$ cat config.mk
export PLATFORM = sky130hd
export DESIGN_NAME = frb_sample_player
export DESIGN_NICKNAME = d
export VERILOG_FILES = /design/src/rtl/frb_pkg.sv /design/src/rtl/frb_sample_ram.sv /design/src/rtl/frb_sample_player.sv
export SDC_FILE = /design/constraint.sdc
export NUM_CORES = 2
export LEC_CHECK = 0
export ABC_AREA = 0
export ABC_CLOCK_PERIOD_IN_PS = 12500
export CAP_MARGIN = 20
export CORE_MARGIN = 4
export CORE_UTILIZATION = 50
export CTS_BUF_LIST = sky130_fd_sc_hd__clkbuf_4 sky130_fd_sc_hd__clkbuf_8
export DETAILED_ROUTE_END_ITERATION = 10
export GPL_TIMING_DRIVEN = 0
export PLACE_DENSITY = 0.65
export SKIP_LAST_GASP = 1
export SYNTH_ARGS = -nofsm -noshare
export SYNTH_HDL_FRONTEND = slang
export SYNTH_SLANG_ARGS = --single-unit
$ cat constraint.sdc
create_clock -name clk -period 12.5 [get_ports clk]
set_input_delay 2.5 -clock clk [delete_from_list [all_inputs] [get_ports clk]]
set_output_delay 2.5 -clock clk [all_outputs]
set_load 0.02 [all_outputs]
$ cat src/rtl/frb_pkg.sv
// Shared types and constants for the synthetic-FRB sample player.
package frb_pkg;

  typedef enum logic [1:0] {
    ST_IDLE,
    ST_PLAY,
    ST_DRAIN,
    ST_DONE
  } state_t;

  localparam int DRAIN_CYCLES = 3;

  function automatic longint sat_max(input int width);
    return (longint'(1) <<< (width - 1)) - 1;
  endfunction

  function automatic longint sat_min(input int width);
    return -(longint'(1) <<< (width - 1));
  endfunction

endpackage

$ cat src/rtl/frb_sample_ram.sv
// Simple dual-port pulse-shape RAM with registered, read-first read port.
module frb_sample_ram #(
  parameter int ADDR_SIZE  = 8,
  parameter int DATA_WIDTH = 16
) (
  input  logic                  clk,
  input  logic                  wr_en,
  input  logic [ADDR_SIZE-1:0]  wr_addr,
  input  logic [DATA_WIDTH-1:0] wr_data,
  input  logic                  rd_en,
  input  logic [ADDR_SIZE-1:0]  rd_addr,
  output logic [DATA_WIDTH-1:0] rd_data
);

  logic [DATA_WIDTH-1:0] mem [2**ADDR_SIZE];

  // Non-blocking update of mem gives old data on a same-address collision.
  always_ff @(posedge clk) begin
    if (wr_en) mem[wr_addr] <= wr_data;
    if (rd_en) rd_data <= mem[rd_addr];
  end

endmodule

$ cat src/rtl/frb_sample_player.sv
// Plays one stored FRB pulse per trigger: RAM read, gain scale, saturate, stream out.
//
//   state | meaning
//   IDLE  | waiting for trigger, counter held off
//   PLAY  | counter enabled, samples accepted until finish
//   DRAIN | counter still enabled, pipeline emptying
//   DONE  | en low one cycle so the counter rewinds, done pulse
module frb_sample_player
  import frb_pkg::*;
#(
  parameter int ADDR_SIZE  = 8,
  parameter int DIN_WIDTH  = 16,
  parameter int GAIN_WIDTH = 16,
  parameter int GAIN_POINT = 15,
  parameter int DOUT_WIDTH = 16
) (
  input  logic                         clk,
  input  logic                         rst,
  input  logic                         wr_en,
  input  logic [ADDR_SIZE-1:0]         wr_addr,
  input  logic [DIN_WIDTH-1:0]         wr_data,
  input  logic [GAIN_WIDTH-1:0]        gain,
  input  logic                         trigger,
  input  logic                         abort,
  output logic                         en,
  input  logic [ADDR_SIZE-1:0]         addr,
  input  logic                         addr_valid,
  input  logic                         finish,
  output logic signed [DOUT_WIDTH-1:0] dout,
  output logic                         dout_valid,
  output logic                         busy,
  output logic                         done
);

  localparam int PROD_WIDTH = DIN_WIDTH + GAIN_WIDTH + 1;
  localparam int CNT_W      = (DRAIN_CYCLES > 1) ? $clog2(DRAIN_CYCLES) : 1;
  localparam logic [CNT_W-1:0] DRAIN_LOAD = CNT_W'(DRAIN_CYCLES - 1);
  localparam logic signed [PROD_WIDTH-1:0] SAT_HI = PROD_WIDTH'(sat_max(DOUT_WIDTH));
  localparam logic signed [PROD_WIDTH-1:0] SAT_LO = PROD_WIDTH'(sat_min(DOUT_WIDTH));

  state_t                         state, state_nxt;
  logic [CNT_W-1:0]               drain_cnt;
  logic [GAIN_WIDTH-1:0]          gain_r;
  logic                           load_gain;
  logic                           flush;
  logic                           accept;
  logic [DIN_WIDTH-1:0]           rd_data;
  logic                           v1, v2;
  logic signed [PROD_WIDTH-1:0]   prod;
  logic signed [PROD_WIDTH-1:0]   shifted;
  logic signed [DOUT_WIDTH-1:0]   sat_val;

  always_comb begin
    state_nxt = state;
    load_gain = 1'b0;
    flush     = 1'b0;
    case (state)
      ST_IDLE: begin
        // abort in the same cycle cancels the request
        if (trigger && !abort) begin
          state_nxt = ST_PLAY;
          load_gain = 1'b1;
        end
      end
      ST_PLAY: begin
        if (abort) begin
          state_nxt = ST_DONE;
          flush     = 1'b1;
        end else if (finish) begin
          state_nxt = ST_DRAIN;
        end
      end
      ST_DRAIN: begin
        if (abort) begin
          state_nxt = ST_DONE;
          flush     = 1'b1;
        end else if (drain_cnt == '0) begin
          state_nxt = ST_DONE;
        end
      end
      ST_DONE:  state_nxt = ST_IDLE;
      default:  state_nxt = ST_IDLE;
    endcase
  end

  assign busy   = (state == ST_PLAY) || (state == ST_DRAIN);
  assign en     = busy;
  assign done   = (state == ST_DONE);
  assign accept = addr_valid && busy && !flush;

  always_ff @(posedge clk) begin
    if (rst) begin
      state     <= ST_IDLE;
      drain_cnt <= '0;
      gain_r    <= '0;
    end else begin
      state <= state_nxt;
      if (load_gain) gain_r <= gain;
      // terminal count at zero ends DRAIN; reloaded every PLAY cycle
      if (state == ST_PLAY)       drain_cnt <= DRAIN_LOAD;
      else if (state == ST_DRAIN) drain_cnt <= drain_cnt - 1'b1;
    end
  end

  frb_sample_ram #(
    .ADDR_SIZE  (ADDR_SIZE),
    .DATA_WIDTH (DIN_WIDTH)
  ) u_ram (
    .clk     (clk),
    .wr_en   (wr_en),
    .wr_addr (wr_addr),
    .wr_data (wr_data),
    .rd_en   (accept),
    .rd_addr (addr),
    .rd_data (rd_data)
  );

  always_comb begin
    shifted = prod >>> GAIN_POINT;
    if (shifted > SAT_HI)      sat_val = SAT_HI[DOUT_WIDTH-1:0];
    else if (shifted < SAT_LO) sat_val = SAT_LO[DOUT_WIDTH-1:0];
    else                       sat_val = shifted[DOUT_WIDTH-1:0];
  end

  always_ff @(posedge clk) begin
    if (rst) begin
      v1         <= 1'b0;
      v2         <= 1'b0;
      prod       <= '0;
      dout       <= '0;
      dout_valid <= 1'b0;
    end else begin
      v1         <= accept;
      v2         <= v1 && !flush;
      dout_valid <= v2 && !flush;
      if (v1) begin
        prod <= PROD_WIDTH'($signed(rd_data)) * PROD_WIDTH'($signed({1'b0, gain_r}));
      end
      if (v2 && !flush) dout <= sat_val;
    end
  end

endmodule

==> metrics.cfg <==
[status]
status = complete, no violations

[floorplanning]
boundaryPins = 75
die_w_um = 586.8
die_h_um = 586.8
rows = 212
core_area_um2 = 333700
initial_utilization = 0.5020
dieArea_um2 = 344400

[route]
top_layer_used = met5
drt-total-wl_um = 463600
first_iter_violations = 12280
wl_met3_um = 49990
routed-via-count = 84290
wl_per_cell_um = 34.66
dr_wl_met2_um = 216700
wl_met1_um = 175800
dr.pass1.iters = 7
drc_errors = 0
vias_per_cell = 6.302
ant_nets = 0

[worst_setup_path]
cpPeakStageDelay_ps = 690
start_kind = register
critPathMaxFanout = 10
path_common_cell = fa_1
cp_slowest_cell = clkbuf_1
required_ps = 13540
worstSetupPathType = reg2reg
crit_path_cell_trace = clkbuf_1 -> nand2_1 -> fa_1 -> inv_1 -> fa_1 -> fa_1 -> fa_1 -> fa_1 -> inv_1 -> fa_1 -> inv_1 -> ha_1 -> nand4_1 -> nor4_1 -> nand3_1 -> a21oi_1 -> o2111ai_1 -> and2_1 -> a21o_1 -> a2111oi_0
cp_top_family = adder cells
worst-path-buf-inv = 4
cp.arrival_ps = 8400
setup.worst_path.end_class = register

[grt]
grt_pass1_wl_um = 651300
grtUsageTotal = 0.2681
overflow = 0
grt_max_degree = 169
antenna_found_initial = 32
grt_pass1_vias = 85150

[placement]
port_buffers = 63
gp_congestion = 0.9280
hpwl_um = 313800
dp_slack_ps = 4333

[yosys]
synth-seq-cells = 4169
yosysSeqAreaShare = 0.7439
syn_nets = 7812
synth_area_leaders = edfxtp_1 (74%), mux4_2 (18%), fa_1 (2.3%)
synth_top_area_cell = edfxtp_1
synth.top_cell.area_share = 0.7371
asyncSetResetFlopFracSynth = 0
netlist_area_um2 = 167500
yosysWarnings = 0
synth_top_flop_cell = edfxtp_1
syn_area_per_cell_um2 = 22.52
synth_cell_type_count = 54
syn_inst = 7439
synth_enable_flop_cells = 4112

[sta]
fmax_ghz = 0.1360
worst_slack_ps = 5145
fin_tns_setup_ps = 0
rsz0062_at_grt = no
final_hold_viol_count = 0
worstMarginPinSlew_ps = 1286
maxSlewViolCount = 0
finalCritPeriodShare = 0.5884
finalCriticalPeriod_ps = 7355
fin_skew_ps = 81.91
slew_headroom = 0.1426
finalSetupViolCount = 0

[power]
p_leak_uw = 0.06155
irDropWorstVdd_v = 0.0001022
pwr_density_cell_nw_per_um2 = 153.5

[hold_path]
hold_class = reg2reg

[clocking]
postCtsResizedCells = 0
cts_sinks = 4169
clkLatencyLatePin_ps = 1230
h-tree-depth = 6
post_cts.repair.setup_buffers = 0
cts_tree = yes
cts-root-buf = clkbuf_8
cts.clk_slew.worst_paths_ps = 60
cts_buffers = 661
cts_max_path_buffers = 4
cts_hold_buf = 0

[layout]
area_delta_synth_final_pct = 14.98
drive_gt1_frac = 0.3450
fillers = 23940
fin_nets = 8836

[run]
drv_cap = 0

==> layer usage <==
layer  global-route usage  vias up
li1                     -    33060
met1               0.3731    45160
met2               0.4106     5148
met3              0.06865      910
met4               0.1076        4
met5                    0        -
==> worst paths after layout <==
kind | from | endpoint | slack, ps | cells after the start
max | gain_r[9] | prod[32] | 5140 | 20
min | dout[4] | dout[4] | 460 | 2
max reg2reg | gain_r[9] | prod[32] | 5140 | 20
min reg2reg | dout[4] | dout[4] | 460 | 2
==> final cells by class <==
type | instances | area [um^2] | area share
multi-input combinational | 2621 | 40930 | 0.2125
clock inverter | 285 | 1911 | 0.009919
timing repair buffer | 361 | 6116 | 0.03175
clock buffer | 885 | 10800 | 0.05606
tap | 4387 | 5489 | 0.02850
antenna | 18 | 45.04 | 0.0002338
inverter | 252 | 945.9 | 0.004911
sequential | 4169 | 124600 | 0.6470
buffer | 397 | 1764 | 0.009159
==> per-stage QoR <==
step	std cells	area [um^2]	power [uW]	hold slack (ps)	utilization
after global routing	13360	192600	30630	480.5	0.5771
after floorplan	7439	167500	17350	419.7	-
final	13380	192600	29570	457.0	0.5772
after global placement	11890	173600	18590	446.6	0.5204
after detailed placement	12180	179800	18520	453.0	0.5387
after CTS	13350	192500	29730	460.9	0.5768
==> synth_stat cells, types with 13 or more instances <==
master and number:
nor2b_1 13, o221a_1 16, nand2_1 217, mux2_2 64, buf_4 13, nor2_1 313, o21ai_0 27, buf_2 88
nor3_1 14, fa_1 193, clkbuf_1 256, mux4_2 1312, edfxtp_1 4112, nand3_1 32, o22ai_1 34, a21oi_1 54
buf_1 29, inv_1 251, ha_1 125, and2_1 114, dfxtp_1 57
==> sequential cells by signal, indices dropped and copies added, names as in the netlist <==
| name | flops |
|---|---|
| dout | 16 |
| v2 | 1 |
| u_ram.mem | 4096 |
| drain_cnt | 2 |
| v1 | 1 |
| state | 2 |
| u_ram.rd_data | 16 |
| gain_r | 16 |
| dout_valid | 1 |
| prod | 18 |
==> logic make-up (layout without fill, tap and decap cells) <==
group | count (synthesis) | in the layout | synth area share
adders and majority gates | 318 | 318 | 0.03240
AOI/OAI and AO/OA | 168 | 168 | 0.006498
and+or+nand+nor | 739 | 739 | 0.01946
other | 0 | 18 | 0
DFF | 4169 | 4169 | 0.7439
xor gates and xnor gates | 13 | 13 | 0.0006797
muxes | 1383 | 1383 | 0.1811
buffers and inverters | 649 | 2180 | 0.01598
==> layout by cell type, fill, tap and decap left out, types with 74 or more instances in the layout <==
cell type	netlist	final
and2_1	114	114
buf_16	0	74
buf_2	88	91
buf_8	0	232
clkbuf_1	256	233
clkbuf_4	0	221
clkbuf_8	0	664
clkinv_1	0	164
edfxtp_1	4112	4112
fa_1	193	193
ha_1	125	125
inv_1	251	251
mux4_2	1312	1312
nand2_1	217	217
nor2_2	0	244
==> worst min-delay path, cell delays in order (launching register included) <==
cell and delay [ps]:
dfxtp_1 310, nand2_1 50, a21oi_1 50
==> power breakdown <==
group	leakage [uW]	switching (uW)	internal, uW
Sequential	0.0374	59.0	15400
Combinational	0.0174	1710	1060
Clock	0.00672	5460	5870
Note: power is estimated with default switching activity, not from simulation.
